$ cat src/rtl/ifetch_buf.sv
// Instruction prefetch FIFO between the core fetch port and a req/ack ROM.
// Define IFB_STATS_EN to add hit_count / miss_count ports.
module ifetch_buf #(
  parameter int DEPTH = 4
) (
  input  logic        clk,
  input  logic        reset,
  input  logic [31:0] i_address,
  output logic [31:0] i_data_read,
  output logic        i_data_valid,
  output logic        rom_req,
  output logic [31:0] rom_addr,
  input  logic        rom_ack,
  input  logic [31:0] rom_data
`ifdef IFB_STATS_EN
  ,
  output logic [31:0] hit_count,
  output logic [31:0] miss_count
`endif
);

  localparam int AW = $clog2(DEPTH);
  localparam int CW = AW + 1;

  typedef enum logic {IDLE, REQ} state_e;

  state_e          st_q, st_d;
  logic [29:0]     head_q, head_d;
  logic [29:0]     fetch_q, fetch_d;
  logic [29:0]     addr_q, addr_d;
  logic [CW-1:0]   cnt_q, cnt_d;
  logic [AW-1:0]   rp_q, rp_d;
  logic            drop_q, drop_d;
  logic [31:0]     mem_q [DEPTH];

  logic [29:0]     pc_w, k;
  logic [CW-1:0]   pop;
  logic [AW-1:0]   wp;
  logic            hit, adv, redir, push;
  logic            unused_ok;

  assign pc_w      = i_address[31:2];
  assign unused_ok = ^i_address[1:0];

  always_comb begin
    k     = pc_w - head_q;
    hit   = (k == '0) && (cnt_q != '0);
    adv   = (k != '0) && (k <= 30'(cnt_q));
    redir = (k != '0) && !adv;
    pop   = adv ? k[CW-1:0] : '0;
    push  = (st_q == REQ) && rom_ack && !drop_q && !redir;
    wp    = rp_q + cnt_q[AW-1:0];
  end

  always_comb begin
    head_d  = head_q + 30'(pop);
    rp_d    = rp_q + pop[AW-1:0];
    cnt_d   = cnt_q - pop + CW'(push);
    fetch_d = push ? fetch_q + 30'd1 : fetch_q;
    st_d    = st_q;
    addr_d  = addr_q;
    drop_d  = drop_q;
    if (redir) begin
      head_d  = pc_w;
      fetch_d = pc_w;
      cnt_d   = '0;
    end
    unique case (st_q)
      IDLE: begin
        if (cnt_d < CW'(DEPTH)) begin
          st_d   = REQ;
          addr_d = fetch_d;
        end
      end
      REQ: begin
        if (rom_ack) begin
          drop_d = 1'b0;
          // An ack that was already marked stale pauses one cycle in IDLE.
          if (cnt_d < CW'(DEPTH) && !drop_q) addr_d = fetch_d;
          else st_d = IDLE;
        end else if (redir) begin
          drop_d = 1'b1;
        end
      end
    endcase
  end

  always_ff @(posedge clk) begin
    if (reset) begin
      st_q    <= IDLE;
      head_q  <= '0;
      fetch_q <= '0;
      addr_q  <= '0;
      cnt_q   <= '0;
      rp_q    <= '0;
      drop_q  <= 1'b0;
      for (int i = 0; i < DEPTH; i++) mem_q[i] <= '0;
    end else begin
      st_q    <= st_d;
      head_q  <= head_d;
      fetch_q <= fetch_d;
      addr_q  <= addr_d;
      cnt_q   <= cnt_d;
      rp_q    <= rp_d;
      drop_q  <= drop_d;
      if (push) mem_q[wp] <= rom_data;
    end
  end

  assign i_data_read  = mem_q[rp_q];
  assign i_data_valid = hit;
  assign rom_req      = (st_q == REQ);
  assign rom_addr     = {addr_q, 2'b00};

`ifdef IFB_STATS_EN
  logic        hv_q;
  logic [31:0] hcnt_q, mcnt_q;

  // A consumed instruction: valid last cycle, PC moved on in range now.
  always_ff @(posedge clk) begin
    if (reset) begin
      hv_q   <= 1'b0;
      hcnt_q <= '0;
      mcnt_q <= '0;
    end else begin
      hv_q <= hit;
      if (adv && hv_q) hcnt_q <= hcnt_q + 32'd1;
      if (redir) mcnt_q <= mcnt_q + 32'd1;
    end
  end

  assign hit_count  = hcnt_q;
  assign miss_count = mcnt_q;
`endif

endmodule
$ cat config.mk
export PLATFORM = sky130hd
export DESIGN_NAME = ifetch_buf
export DESIGN_NICKNAME = d
export VERILOG_FILES = /design/src/rtl/ifetch_buf.sv
export SDC_FILE = /design/constraint.sdc
export NUM_CORES = 1
export LEC_CHECK = 0
export ABC_AREA = 1
export BUFFER_PORTS_ARGS = -buffer_cell sky130_fd_sc_hd__buf_2
export CAP_MARGIN = 20
export CELL_PAD_IN_SITES_DETAIL_PLACEMENT = 0
export CELL_PAD_IN_SITES_GLOBAL_PLACEMENT = 1
export CORE_MARGIN = 2
export CORE_UTILIZATION = 29
export CTS_CLUSTER_DIAMETER = 80
export DETAILED_ROUTE_END_ITERATION = 10
export PLACE_DENSITY = 0.55
export SLEW_MARGIN = 40
export SYNTH_ARGS = -nofsm -noshare
export SYNTH_HDL_FRONTEND = slang
export SYNTH_SLANG_ARGS = --single-unit
$ cat constraint.sdc
create_clock -name clk -period 7.4 [get_ports clk]
set_input_delay 0.74 -clock clk [delete_from_list [all_inputs] [get_ports clk]]
set_output_delay 0.74 -clock clk [all_outputs]
set_load 0.02 [all_outputs]
== Word level (Yosys, flattened, before mapping) ==
Memory sizes are Yosys's and may differ from the RTL's. A register that Yosys moved wholly into a read port is not among the register bits.
Cells that the tools add are included.
Widths: inputs -> output; s select.
Operators by class
  add/sub/neg operators: 7
  multipliers: 0
  div/mod/pow operators: 0
  order comparisons: 2
  equal/unequal tests: 3
  shift-type cells: 0
  muxes and demuxes: 24
  bitwise operators: 1
  reduce and logical (&&, ||, !) cells: 17
Operators by type and width (number)
  $mux 30: 6
  $pmux 30 s2: 1
  $mux 32: 1
  $reduce_or 32->1: 1
  $add 30x1->30 const B: 1
  $add 30x3->30: 1
  $le 30x3->1: 1
  $logic_not 30->1: 1
  $reduce_bool 30->1: 1
  $sub 30x30->30: 1
  $mux 1: 11
  $logic_and 1x1->1: 7
  $mux 3: 2
  $add 2x2->2: 2
  $mux 2: 2
  $ne 2x2->1 const B: 2
  $add 3x1->3: 1
  $logic_not 1->1: 3
  $lt 3x3->1 const B: 1
  $reduce_and 3->1: 1
  $reduce_bool 3->1: 1
  $sub 3x3->3: 1
  $ne 2x1->1 const B: 1
  $pmux 1 s2: 1
  3 further kinds: 3
Word-level totals
  bits in registers: 97
  latch bits: 0
  RAM bits: 128
  ROM bits: 0
  input port bits: 67
  output and inout bits: 66
  memories kept: 1
Memory list
  mem_q: words 4, width 32, read ports 1, clocked after memory_dff 1, wr ports 4, RTL line 34  | logic [31:0] mem_q [DEPTH];

== Logic depth before layout (Yosys ltp) ==
  depth in word-level cells: 14
  depth in mapped cells: 37

== Least setup slack after synthesis ==
No wires, ideal clock.
  path kind: in2reg
  from: input port i_address[2]
  to: memory mem_q[3][0] (enable)
  setup time: 0.470 ns
  arrival: 5.231 ns
  setup slack: 1.699 ns
  stages on the path: 19
  cells stage by stage: inv_1 > ha_1 > fa_1 > inv_1 > nand3_1 > nand2_1 > nand2_1 > nand2_2 > nand2_1 > nand2_1 > xnor2_1 > nand2_1 > nor2_1 > nand2_1 > nor3_1 > nand2_2 > nand2_4 > nand2_2 > o31ai_1
RTL lines
  from (decl): RTL line 8  | input logic [31:0] i_address,
  to (decl): RTL line 34

== Worst setup path after layout ==
  from: input port i_address[2]
  to: register head_q[26]
On the way
  cells in the longest elaborated chain, start to end: 6
  elaborated cells between the ends (all ways): 9
Ends and longest elaborated chain
  $sub 30x30->30 *: RTL line 46  | k = pc_w - head_q;
  $le 30x3->1 / $reduce_bool 30->1 (equally long branches): RTL line 48, 49
  $logic_and 1x1->1: RTL line 48  | adv = (k != '0) && (k <= 30'(cnt_q));
  $mux 3 / $logic_not 1->1 (equally long branches): RTL line 50, 49
  $add 30x3->30 / $logic_and 1x1->1 (equally long branches): RTL line 56, 49
  $mux 30 *: RTL line 63  | if (redir) begin
  to (signal assigned): RTL line 91  | head_q <= '0;
  to (signal assigned): RTL line 100  | head_q <= head_d;
  to (decl): RTL line 28  | logic [29:0] head_q, head_d;
Mark *: on every way between the ends. The rest lies on a longest branch, timed or not.
A chain may end at the register's enable or synchronous reset.

==> results.md <==
- Max Freq: 0.1732 GHz
- IO buf count: 128
- Hold-fix buffers, CTS: 0
- Max incr delay on CP: 0.41 ns
- Worst Setup Start Kind: primary input
- Wirelength per Cell: 16.85 um
- Worst hold path class: primary input to register
- Hold depth: 4
- CP required: 7.82 ns
- Die width: 220.4 um
- Nets@finish: 2086
- Hold Crit Start: rom_ack
- WHS Endpoint: rom_req
- Root Buffer: clkbuf_16
- Flop2flop setup slack: 1.69 ns
- Via count: 12150
- Max-slew violation count: 0
- CTS Sinks: 225
- Initial antenna violation count: 0
- Worst flop-to-flop path endpoint: head_q[26]
- Die Ht: 220.4 um
- Register area share after synthesis: 42.61%
- R2R depth: 31
- Initial DRC count: 674
- Largest area contributor in the synthesized netlist: edfxtp_1
- DIE AREA: 48560 um^2
- Tcrit/Tclk final: 78.01%
- Placer Congestion: 0.8256
- Syn Area/Cell: 7.253 um^2
- Final core area utilization: 33.79%
- Starting density of the core: 29.29%
- Postcts setup bufs: 0
- Cells after DPL: 2551
- P&R area growth vs syn: 15.37%
- Rel. slew slack: 44.80%
- Post-Syn Area: 13580 um^2
- Multi-input logic area: 6442 um^2
- Post-synth top area share: 28.31%
- GRT Total Usage: 17.92%
- I/O pin cnt: 133
- Critical path class: primary input to register
- Overflow after GRT: 0
- Inserted Diodes: 0
- # setup viols final: 0
- Layout cells sized above 1: 12.23%
- Reg clk slew, reported paths: 0.06 ns
- Top FF cell, synth: edfxtp_1
- Async SR Flop Fraction: 0%
- Post-CTS sizing: 0
- Lkg Pwr: 7.188 nW
- Detailed Route WL: 43.83 mm
- Clock buffer depth: 3
- Number of global-route vias before repair: 11650
- Core Region: 46360 um^2
- Worst-path maximum fanout: 5
- CP Capture Type: register
- Clock latency on the worst-skew pair: 0.57 ns
- Post-synthesis register bit count: 225
- Overall Power: 3.214 mW
- Hold slack: 0.4555 ns
- First-pass DRT Iterations: 4
- Synth warn: 0
- Gate Count Post-Synth: 1872
- Place WS: 0.9811 ns
- Final ANT Viol Nets: 0
- Final hold viol count: 0
- Largest net degree at the start of global routing: 74
- FILL cells: 5107
- Num CTS Buffers: 29
- DRC viols: 0
- Max cap viols: 0
- CTS tree: built
- Post-synthesis cell type count: 51
- Ranking of synthesized cells by area: edfxtp_1 28%, dfxtp_1 14%, nand2_1 12%
- Hpwl dp: 31.43 mm
- Register Area: 5788 um^2
- Cell row count: 79
- Final min period: 5.773 ns
- Status: completed
- Setup Skew: 0.01230 ns
- Slowest-stage cell, CP: fa_1
- CP dominant cell by count: nand2_1
- PD cells: 205.2 nW/um^2
- Non-filler cells in the finished layout: 2602
- CTS H-tree depth: 1
- First-pass GRT wire length: 67.19 mm
- RSZ-0062 raised after global routing: false
- Worst path arrival time: 6.19 ns
- Setup TNS: 0 ns
- Fin area: 15660 um^2
- Fin worst setup slack: 1.627 ns
- Crit. Startpoint: i_address[2]
- Placed Area: 14750 um^2
- Max VDD drop: 147.2 uV
- Number of flops mapped to enable cells by yosys: 128
- Vias per std cell: 4.670
- Slew @ Worst Pin: 0.8281 ns
## power by group
| group | internal [mW] | total [mW] | switching (mW) | leakage (nW) |
|---|---|---|---|---|
| Sequential | 1.38 | 1.41 | 0.0326 | 2.07 |
| Combinational | 0.145 | 0.455 | 0.310 | 4.68 |
| Clock | 0.784 | 1.35 | 0.562 | 0.435 |
## cell families after synthesis
family,share of synthesized area [%]
buf+inv,10.24
other cells,0.02762
compound gates,8.691
xor+xnor,3.161
flops,42.61
simple gates,31.14
fa+ha+maj,4.129
## cell usage after synthesis, drive strengths merged (2+ instances only)
cell type	n
nand4	23
inv	273
ha	40
o22ai	40
nand3	113
a21o	2
and2	3
nor3b	2
nor3	66
nand2	450
buf	34
nor2	312
edfxtp	128
xnor2	15
or2	2
o32ai	3
dfxtp	97
o21ai	103
nor4	17
fa	3
clkbuf	35
a211oi	2
a21oi	60
nand3b	4
xor2	34
and3	2
## cells in the final DEF (no fill, tap or decap), types with 2 or more instances in the layout
cell and count:
a21o_1 2, a21oi_1 60, and2_1 3, and3_1 2, buf_2 127, buf_4 13
clkbuf_1 7, clkbuf_16 29, clkbuf_8 3, clkinv_1 3, clkinv_2 4, clkinvlp_4 2
conb_1 2, dfxtp_1 95, dfxtp_2 2, edfxtp_1 128, fa_1 3, ha_1 40
inv_1 255, inv_2 17, nand2_1 440, nand2_2 7, nand2_4 3, nand3_1 107
nand3_2 6, nand3b_1 4, nand4_1 23, nor2_1 293, nor2_2 16, nor2_4 3
nor3_1 65, nor3b_1 2, nor4_1 17, o21ai_0 89, o21ai_1 12, o22ai_1 40
o32ai_1 3, or2_2 2, xnor2_1 15, xor2_1 34
## routing by layer
layer	up-vias	global-route usage (%)	share of wire, %
li1	6255	-	-
met1	5617	23.25	46
met2	232	31.73	48
met3	47	2.076	3.9
met4	0	4.228	2.2
met5	-	0	0
## cell type report
cell class	count	area share, %
multi-input combinational	1305	41.13
timing repair buffer	141	4.777
tap	607	4.849
inverter	274	6.582
clock buffer	39	5.064
clock inverter	11	0.6470
sequential	225	36.95
## state kept, by name, summed over array words and instances (netlist names), named ones only
name     flops
addr_q      30
cnt_q        3
drop_q       1
fetch_q     30
head_q      29
mem_q      128
rom_req      1
rp_q         2
## worst max-delay path: cells and delay by family
| kind | cells | cell delay, ns |
|---|---|---|
| xor gates and xnor gates | 1 | 0.14 |
| buffers and inverters | 5 | 0.48 |
| and+or+nand+nor | 20 | 3.45 |
| adders and majority gates | 3 | 0.91 |
| AOI/OAI and AO/OA | 4 | 0.45 |
## worst max path at each step
stage                  end  cells after the start
2_1_floorplan  mem_q[3][0]                     19
3_3_place_gp    addr_q[11]                     32
5_1_grt         head_q[26]                     33
3_5_place_dp    addr_q[11]                     31
6_report        head_q[26]                     33
4_1_cts         addr_q[11]                     31
No activity file was read; power rests on OpenSTA's default activity.
